`src/rtl/ram_hex_scanner_if.sv`:
```
// Read-port bundle between ram_hex_scanner and the 16-byte RAM block.
// master = scanner (drives address/strobe), slave = RAM (returns data).
interface ram_hex_scanner_if #(
    parameter int unsigned AW = 4
);
    logic [AW-1:0] ram_addr;
    logic          ram_ce_n;
    logic [7:0]    ram_data;

    modport master (
        output ram_addr,
        output ram_ce_n,
        input  ram_data
    );

    modport slave (
        input  ram_addr,
        input  ram_ce_n,
        output ram_data
    );
endinterface

```
`src/rtl/ram_hex_scanner.sv`:
```
// ram_hex_scanner: walks the RAM, fetching one byte per pass, and shows it on
// a 7-segment display as two hex digits (high nibble with dp lit, then low
// nibble), each held for DWELL_CYCLES clocks.
// Optional build macro SCAN_SKIP_ZERO_EN: zero bytes are skipped at one fetch
// per cycle, except that a run of RAM_BYTES consecutive zero fetches displays
// the last one so an all-zero RAM still shows something.
module ram_hex_scanner #(
    parameter int unsigned RAM_BYTES    = 16,
    parameter int unsigned DWELL_CYCLES = 5000000,
    localparam int unsigned AW          = $clog2(RAM_BYTES)
) (
    input  logic                  clk,
    input  logic                  rst_n,
    ram_hex_scanner_if.master     bus,
    input  logic                  run,
    input  logic                  restart,
    output logic [6:0]            seg,
    output logic                  dp,
    output logic                  busy,
    output logic [AW-1:0]         cur_addr
);

    localparam int unsigned CW         = $clog2(DWELL_CYCLES);
    localparam logic [CW-1:0] DwellLast = CW'(DWELL_CYCLES - 1);

    typedef enum logic [1:0] {StIdle, StFetch, StShowHi, StShowLo} state_e;

    state_e        state_q, state_d;
    logic [AW-1:0] ptr_q, ptr_d;
    logic [AW-1:0] cur_q, cur_d;
    logic [7:0]    data_q, data_d;
    logic [CW-1:0] cnt_q, cnt_d;
    logic [6:0]    seg_q, seg_d;
    logic          dp_q, dp_d;
    logic          ce_n_q, ce_n_d;
    logic          busy_q, busy_d;
`ifdef SCAN_SKIP_ZERO_EN
    logic [AW-1:0] skip_q, skip_d;
`endif

    function automatic logic [6:0] hex7(input logic [3:0] nib);
        logic [6:0] s;
        unique case (nib)
            4'h0: s = 7'h3F;
            4'h1: s = 7'h06;
            4'h2: s = 7'h5B;
            4'h3: s = 7'h4F;
            4'h4: s = 7'h66;
            4'h5: s = 7'h6D;
            4'h6: s = 7'h7D;
            4'h7: s = 7'h07;
            4'h8: s = 7'h7F;
            4'h9: s = 7'h6F;
            4'hA: s = 7'h77;
            4'hB: s = 7'h7C;
            4'hC: s = 7'h39;
            4'hD: s = 7'h5E;
            4'hE: s = 7'h79;
            default: s = 7'h71;
        endcase
        return s;
    endfunction

    // Next-state, datapath and registered-output precompute.
    always_comb begin
        state_d = state_q;
        ptr_d   = ptr_q;
        cur_d   = cur_q;
        data_d  = data_q;
        cnt_d   = cnt_q;
`ifdef SCAN_SKIP_ZERO_EN
        skip_d  = skip_q;
`endif
        if (restart) begin
            state_d = StIdle;
            ptr_d   = '0;
            cur_d   = '0;
            cnt_d   = '0;
`ifdef SCAN_SKIP_ZERO_EN
            skip_d  = '0;
`endif
        end else begin
            unique case (state_q)
                StIdle: begin
                    cnt_d = '0;
                    if (run) state_d = StFetch;
                end
                StFetch: begin
                    cnt_d = '0;
`ifdef SCAN_SKIP_ZERO_EN
                    // skip_q counts earlier consecutive zero fetches; the
                    // RAM_BYTES-th zero in a row is shown instead of skipped.
                    if (bus.ram_data == 8'h00 && skip_q != AW'(RAM_BYTES - 1)) begin
                        skip_d  = skip_q + AW'(1);
                        ptr_d   = ptr_q + AW'(1);
                        state_d = run ? StFetch : StIdle;
                    end else begin
                        skip_d  = '0;
                        data_d  = bus.ram_data;
                        cur_d   = ptr_q;
                        state_d = StShowHi;
                    end
`else
                    data_d  = bus.ram_data;
                    cur_d   = ptr_q;
                    state_d = StShowHi;
`endif
                end
                StShowHi: begin
                    if (cnt_q == DwellLast) begin
                        cnt_d   = '0;
                        state_d = StShowLo;
                    end else begin
                        cnt_d = cnt_q + CW'(1);
                    end
                end
                StShowLo: begin
                    if (cnt_q == DwellLast) begin
                        cnt_d   = '0;
                        ptr_d   = ptr_q + AW'(1);
                        state_d = run ? StFetch : StIdle;
                    end else begin
                        cnt_d = cnt_q + CW'(1);
                    end
                end
            endcase
        end

        // Outputs are derived from the next state so they are registered yet
        // aligned with the state they describe.
        ce_n_d = (state_d != StFetch);
        busy_d = (state_d != StIdle);
        seg_d  = 7'h00;
        dp_d   = 1'b0;
        unique case (state_d)
            StShowHi: begin
                seg_d = hex7(data_d[7:4]);
                dp_d  = 1'b1;
            end
            StShowLo: seg_d = hex7(data_d[3:0]);
            default: ;
        endcase
    end

    // State and output registers.
    always_ff @(posedge clk or negedge rst_n) begin
        if (!rst_n) begin
            state_q <= StIdle;
            ptr_q   <= '0;
            cur_q   <= '0;
            data_q  <= '0;
            cnt_q   <= '0;
            seg_q   <= '0;
            dp_q    <= 1'b0;
            ce_n_q  <= 1'b1;
            busy_q  <= 1'b0;
`ifdef SCAN_SKIP_ZERO_EN
            skip_q  <= '0;
`endif
        end else begin
            state_q <= state_d;
            ptr_q   <= ptr_d;
            cur_q   <= cur_d;
            data_q  <= data_d;
            cnt_q   <= cnt_d;
            seg_q   <= seg_d;
            dp_q    <= dp_d;
            ce_n_q  <= ce_n_d;
            busy_q  <= busy_d;
`ifdef SCAN_SKIP_ZERO_EN
            skip_q  <= skip_d;
`endif
        end
    end

    assign bus.ram_addr = ptr_q;
    assign bus.ram_ce_n = ce_n_q;
    assign seg          = seg_q;
    assign dp           = dp_q;
    assign busy         = busy_q;
    assign cur_addr     = cur_q;

endmodule

```
`src/flat_wrapper.sv`:
```
// flat-port wrapper written by rule: the top's interface ports become plain ports
module ram_hex_scanner_flat 
#(
    parameter int unsigned RAM_BYTES    = 16,
    parameter int unsigned DWELL_CYCLES = 5000000,
    localparam int unsigned AW          = $clog2(RAM_BYTES)
)
  (clk, rst_n, run, restart, seg, dp, busy, cur_addr, bus_ram_addr, bus_ram_ce_n, bus_ram_data);
  ram_hex_scanner_if #(.AW(4)) bus_i ();
  input  logic clk;
  input  logic rst_n;
  input  logic run;
  input  logic restart;
  output logic [6:0] seg;
  output logic dp;
  output logic busy;
  output logic [AW-1:0] cur_addr;
  output wire logic [$bits(bus_i.ram_addr)-1:0] bus_ram_addr;
  output wire logic [$bits(bus_i.ram_ce_n)-1:0] bus_ram_ce_n;
  input wire logic [$bits(bus_i.ram_data)-1:0] bus_ram_data;
  assign bus_ram_addr = bus_i.ram_addr;
  assign bus_ram_ce_n = bus_i.ram_ce_n;
  assign bus_i.ram_data = bus_ram_data;
  ram_hex_scanner #(.RAM_BYTES(RAM_BYTES), .DWELL_CYCLES(DWELL_CYCLES)) u_core (.clk(clk), .rst_n(rst_n), .bus(bus_i), .run(run), .restart(restart), .seg(seg), .dp(dp), .busy(busy), .cur_addr(cur_addr));
endmodule
```
`config.mk`:
```
export PLATFORM = sky130hd
export DESIGN_NAME = ram_hex_scanner_flat
export DESIGN_NICKNAME = d
export VERILOG_FILES = /design/src/rtl/ram_hex_scanner_if.sv /design/src/rtl/ram_hex_scanner.sv /design/src/flat_wrapper.sv
export SDC_FILE = /design/constraint.sdc
export NUM_CORES = 1
export LEC_CHECK = 0
export CAP_MARGIN = 15
export CORE_MARGIN = 3
export CORE_UTILIZATION = 55
export CTS_CLUSTER_SIZE = 30
export DETAILED_ROUTE_END_ITERATION = 6
export PLACE_DENSITY_LB_ADDON = 0.1
export SLEW_MARGIN = 10
export SYNTH_ARGS = -nofsm -noshare
export SYNTH_HDL_FRONTEND = slang
export SYNTH_SLANG_ARGS = --single-unit
```
`constraint.sdc`:
```
create_clock -name clk -period 2.87 [get_ports clk]
set_clock_uncertainty 0.2 [all_clocks]
set_input_delay 0.861 -clock clk [delete_from_list [all_inputs] [get_ports clk]]
set_output_delay 0.861 -clock clk [all_outputs]
set_load 0.01 [all_outputs]
```
==> results.yml, run 1 <==
run_status:
  status: "finished, final reports clean"
sta:
  relSlewSlack_pct: 53.8
  final.period_utilization_pct: 89.0
  min_period_ps: 2550
  hold_violations: 0
  slew_violations: 0
  setup_violations: 0
  max_freq_mhz: 391
  tightest_slew_ps: 689
  rsz0062_at_grt: "no"
layout:
  multi_input_area_um2: 1600
  diodes: 0
  layout-drive-gt1-share_pct: 18.2
  final_nets: 386
  area_growth_pct: 24.2
  regArea_um2: 1280
  final_cell_count_no_fill: 433
  nFillCells: 394
cts:
  hold_buffers: 0
  cts_buffers: 5
  cts_tree: "yes"
  clockBufferDepth: 2
  clock-sinks: 51
  clockRootBuffer: "clkbuf_8"
  cts_max_level: 2
  path_clk_slew_ps: 110
  clkLatencyLatePin_ps: 320
placement:
  gp_congestion: 0.956
  dp.cells: 424
  io_buffers: 29
  hpwl_mm: 4.76
route:
  firstDrtPassIters: 4
  final_antenna_net_count: 0
  drt-total-wl_mm: 6.54
  drc: 0
  wire_per_inst_um: 15.1
  routed_via_density: 5.45
  first_iter_violations: 122
  vias: 2360
setup_path:
  max_stage_delay_ps: 650
  critPathArrivalTime_ps: 2560
  cp_slowest_cell: "o31ai_2"
  reg2reg_to: "u_core.seg[1]"
  worst-r2r-cell-count: 6
  endpoint_kind: "flip-flop"
  reg2reg_from: "u_core.cnt_q[0]"
  cpLargestDelayFamily: "simple AND/OR/NAND/NOR gates"
  cp.required_ps: 2870
  critPathLaunchType: "flip-flop"
  cp-startpoint: "u_core.cnt_q[0]"
  reg2reg_slack_ps: 320
  cp_max_fo: 9
  crit_chain: "ha_1 > and4_1 > nand4_4 > o31ai_2 > nor3_1 > mux2_2"
  crit_type: "flip-flop to flip-flop"
  cp.buffers_inverters: 0
yosys:
  synth_top_area_share_pct: 42.1
  synth_seq_cells: 51
  synth_edf_count: 0
  synth_most_common_cell: "dfrtp_1"
  synth.avg_cell_area_um2: 9.80
  synth_fp_nets: 327
  synth.cell_area_um2: 2970
  syn_inst: 303
  async_reset_ff_share_pct: 100
  synth_cell_types: 51
  ys.flop_type: "dfrtp_1"
  ys_top_cells_by_count: "dfrtp_1, nor2_1, nand3_1"
  yosysWarnings: 0
  yosysSeqAreaShare_pct: 43.0
  yosysTopAreaCell: "dfrtp_1"
  synth_area_leaders: "dfrtp_1, mux2i_1, ha_1"
floorplanning:
  die_width_um: 79.5
  core-area_um2: 5170
  start_util_pct: 57.4
  boundaryPins: 30
  die_height_um: 79.5
  die_area_um2: 6320
  rows: 26
hold_path:
  hp-start: "u_core.cnt_q[0]"
  min_path_cells: 1
  min_to: "u_core.cnt_q[0]"
  min_path_type: "flip-flop to flip-flop"
flow_run:
  cap_violations: 0
grt:
  overflow: 0
  grt_pass1_wl_mm: 11.3
  grt_pass1_vias: 2271
  track_usage_pct: 22.8
  grt_start_max_net_pins: 52
  antenna_found_initial: 0
power:
  powerDensity_nw_per_um2: 614
  peakVddDrop_uv: 447
  total_power_mw: 2.27
  p_leak_nw: 1.58
==> metrics by stage <==
stage	area [um2]	hold WS [ps]	setup slack, ps	utilization, %	TNS, ps
after floorplan	2970	255	87.7	-	0
after global placement	3540	275	-321	68.4	-1790
after detailed placement	3540	274	-373	68.4	-2030
after CTS	3680	288	3.35	71.2	0
after global routing	3690	344	201	71.3	0
final	3690	288	316	71.3	0
==> worst max path at each step <==
stage                    end  slack (ps)  depth (start not counted)
6_report       u_core.seg[1]         320                          6
5_1_grt        u_core.seg[1]         200                          6
4_1_cts        u_core.seg[2]           3                         10
3_5_place_dp   u_core.seg[3]        -370                          8
3_3_place_gp   u_core.seg[3]        -320                          8
2_1_floorplan  u_core.seg[1]          90                          9
==> routing by layer <==
| metal | up-vias | track usage, % | wire (um) |
|---|---|---|---|
| li1 | 1175 | - | - |
| met1 | 1119 | 33.7 | 3180 |
| met2 | 61 | 35.3 | 3020 |
| met3 | 5 | 3.50 | 287 |
| met4 | 0 | 5.33 | 53 |
| met5 | - | 0 | 0 |
==> report_power, final <==
part | total [mW] | switching, mW | leakage (nW) | internal (mW)
clock | 0.525 | 0.262 | 0.0548 | 0.263
combinational | 0.882 | 0.422 | 0.845 | 0.461
sequential | 0.859 | 0.0729 | 0.685 | 0.786
==> cell type report <==
class / instances / area share (%)
Multi-Input combinational cell: 223 / 43.3
Sequential cell: 51 / 34.6
Timing Repair Buffer: 63 / 14.7
Tap cell: 70 / 2.37
Clock buffer: 5 / 1.87
Inverter: 18 / 1.83
Clock inverter: 3 / 1.26
==> cells in the final DEF, fill, tap and decap left out, drive strengths merged, types with 5 or more instances in the layout <==
| cell type | netlist | routed |
|---|---|---|
| a21oi | 10 | 10 |
| buf | 3 | 35 |
| clkbuf | 8 | 5 |
| clkdlybuf4s50 | 0 | 27 |
| dfrtp | 50 | 50 |
| ha | 12 | 12 |
| inv | 18 | 19 |
| mux2i | 22 | 22 |
| nand2 | 18 | 18 |
| nand2b | 6 | 6 |
| nand3 | 22 | 22 |
| nand4 | 5 | 5 |
| nor2 | 35 | 35 |
| nor3 | 13 | 13 |
| nor4 | 6 | 6 |
| o21ai | 10 | 10 |
| o22ai | 7 | 7 |
| or3 | 5 | 5 |
| xnor2 | 16 | 16 |
| xor2 | 7 | 7 |
==> registers in the layout (all words and copies together) (netlist names) <==
register and cells:
u_core.bus.ram_addr 4, u_core.seg 7, u_core.bus.ram_ce_n 1, u_core.data_q 8, u_core.cnt_q 23, u_core.dp 1, u_core.state_q 2, u_core.busy 1
u_core.cur_addr 4
==> cells by family after synthesis <==
family	count (synthesis)	share of synthesized area, %
xor gates and xnor gates	23	6.78
and+or+nand+nor	126	23.5
AOI/OAI and AO/OA	37	7.71
buffers and inverters	29	4.00
DFF	51	43.0
adders and majority gates	12	5.05
muxes	25	9.90
==> repair_timing <==
| item | CTS | global route |
|---|---|---|
| resized for setup | 4 | 3 |
| pin swaps | 1 | 1 |
| setup endpoints to repair | 1 | 5 |
| endpoints found under the hold margin | 0 | 0 |
| setup buffers | 1 | 0 |
Note: power is estimated with default switching activity, not from simulation.
==> run 2, diff against run 1 <==
--- a/config.mk
+++ b/config.mk
@@ -6,12 +6,10 @@
 export NUM_CORES = 1
 export LEC_CHECK = 0
 export CAP_MARGIN = 15
-export CORE_MARGIN = 3
 export CORE_UTILIZATION = 55
 export CTS_CLUSTER_SIZE = 30
 export DETAILED_ROUTE_END_ITERATION = 6
 export PLACE_DENSITY_LB_ADDON = 0.1
-export SLEW_MARGIN = 10
 export SYNTH_ARGS = -nofsm -noshare
 export SYNTH_HDL_FRONTEND = slang
 export SYNTH_SLANG_ARGS = --single-unit
==> constraint.sdc (replaced) <==
create_clock -name clk -period 2.87 [get_ports clk]
set_clock_uncertainty 0.2 [all_clocks]
set_input_delay 0.861 -clock clk [delete_from_list [all_inputs] [get_ports clk]]
set_output_delay 0.861 -clock clk [all_outputs]
set_load 0.02 [all_outputs]
==> results.yml, run 2 (same netlist as run 1, synthesis figures left out) <==
run_status:
  status: "finished, final reports clean"
sta:
  slew_violations: 0
  hold_ws_ps: 294
  setup_violations: 0
  max_freq_mhz: 384
  relSlewSlack_pct: 47.8
  setup_ws_ps: 264
  final.period_utilization_pct: 90.8
  rsz0062_at_grt: "no"
  tightest_slew_ps: 778
  hold_violations: 0
  min_period_ps: 2610
layout:
  largest_register_ffs: 23
  finish.utilization_pct: 71.4
  final_common_cell: "dfrtp_1"
  final_nets: 382
  final_cell_count_no_fill: 429
  nFillCells: 428
  layout-drive-gt1-share_pct: 18.7
  final_cell_mix: "dfrtp_1, nor2_1, buf_4, clkdlybuf4s50_1, nand3_1"
  top_register: "u_core.cnt_q"
  diodes: 0
  area_growth_pct: 23.6
setup_path:
  worst-r2r-cell-count: 6
  reg2reg_to: "u_core.seg[1]"
  critPathLaunchType: "flip-flop"
  reg2reg_slack_ps: 260
  cp_max_fo: 9
  reg2reg_from: "u_core.cnt_q[0]"
  critPathArrivalTime_ps: 2610
  endpoint_kind: "flip-flop"
  cp.required_ps: 2870
  crit_type: "flip-flop to flip-flop"
grt:
  overflow: 0
  use_met2_pct: 41.1
  track_usage_pct: 24.6
  top_usage_layer: "met2"
  grt_pass1_vias: 2213
  grt_pass1_wl_mm: 10.5
  grt_start_max_net_pins: 30
  grt_use_met1_pct: 33.0
  grt.met3_usage_pct: 4.37
  antenna_found_initial: 0
placement:
  hpwl_mm: 4.75
  pre_cts_ws_ps: -371
  dp.cells: 420
  io_buffers: 29
  gp_congestion: 0.895
floorplanning:
  boundaryPins: 30
  die_height_um: 75.5
  die_width_um: 75.5
  start_util_pct: 57.8
  rows: 26
  core-area_um2: 5140
  die_area_um2: 5700
cts:
  clock-sinks: 51
  hold_buffers: 0
  cts_max_level: 2
  clockRootBuffer: "clkbuf_8"
  clockBufferDepth: 2
  cts_tree: "yes"
  path_clk_slew_ps: 110
  clkLatencyLatePin_ps: 310
  cts_buffers: 5
route:
  drc: 0
  firstDrtPassIters: 4
  wire_per_inst_um: 14.9
  first_iter_violations: 121
  vias: 2412
  final_antenna_net_count: 0
  routed_via_density: 5.62
  drt-total-wl_mm: 6.41
power:
  total_power_mw: 2.17
  powerDensity_nw_per_um2: 591
  p_seq_share_pct: 39.6
  p_leak_nw: 1.57
  clockPowerShare_pct: 20.3
  switching_power_mw: 0.766
  combPwrFrac_pct: 40.0
  switching_share_pct: 35.3
  intPower_mw: 1.40
  peakVddDrop_uv: 417
hold_path:
  min_path_type: "flip-flop to flip-flop"
  min_to: "u_core.cnt_q[0]"
  hp-start: "u_core.cnt_q[0]"
  min_path_cells: 1
flow_run:
  cap_violations: 0
[run 2: cell type report]
class	instances	area (um2)	area share, %
repair buffers	59	529	14.4
multi-input cells	223	1610	43.9
flip-flops and latches	51	1280	34.8
clock inverters	3	28.8	0.784
clock buffers	5	68.8	1.87
well taps	70	87.6	2.39
inverters	18	67.6	1.84
[run 2: power by group through the flow]
stage          clock network [mW]  registers [mW]  logic (mW)
2_1_floorplan                   0           0.867       0.470
3_3_place_gp                    0           0.864       0.815
3_5_place_dp                    0           0.868       0.827
4_1_cts                     0.460           0.856       0.840
5_1_grt                     0.483           0.867       0.952
6_report                    0.441           0.860       0.869
[run 2: how the worst max path moves through the flow]
stage                                from             to  slack, ps  cells after the start
after floorplan                   restart  u_core.seg[1]         90                      9
after global placement            restart  u_core.seg[5]       -340                      9
after detailed placement          restart  u_core.seg[2]       -370                      9
after CTS                         restart  u_core.seg[3]          6                      8
after global routing      u_core.cnt_q[0]  u_core.seg[1]        150                      6
final                     u_core.cnt_q[0]  u_core.seg[1]        260                      6
[run 2: worst max-delay path, stage by stage (launching register included)]
cell and delay (ps):
dfrtp_1 400, ha_1 240, and4_1 300, nand4_4 190, o31ai_2 720, nor3_1 150, mux2_2 290
[run 2: stage by stage]
step	cell area (um2)	TNS, ps
floorplan	2970	0
global placement	3520	-2030
detailed placement	3520	-2090
CTS	3630	0
global route	3670	0
finish	3670	0
[run 2: repair_timing]
item | 4_1_cts | 5_1_grt
cloned | 0 | 0
pin swaps | 0 | 2
gates resized for setup | 3 | 10
buffers inserted | 0 | 1
setup endpoints to repair | 2 | 7
[run 2: routing by layer]
layer,up-vias,part of all wire [%]
li1,1174,-
met1,1176,48
met2,50,48
met3,12,3.1
met4,0,1.7
met5,-,0
==> run 3, diff against run 2 <==
--- a/config.mk
+++ b/config.mk
@@ -13,3 +13,4 @@
 export SYNTH_ARGS = -nofsm -noshare
 export SYNTH_HDL_FRONTEND = slang
 export SYNTH_SLANG_ARGS = --single-unit
+export TNS_END_PERCENT = 30
==> results of run 3 <==
The final DEF is identical to that of run 2; final timing and power are the same.
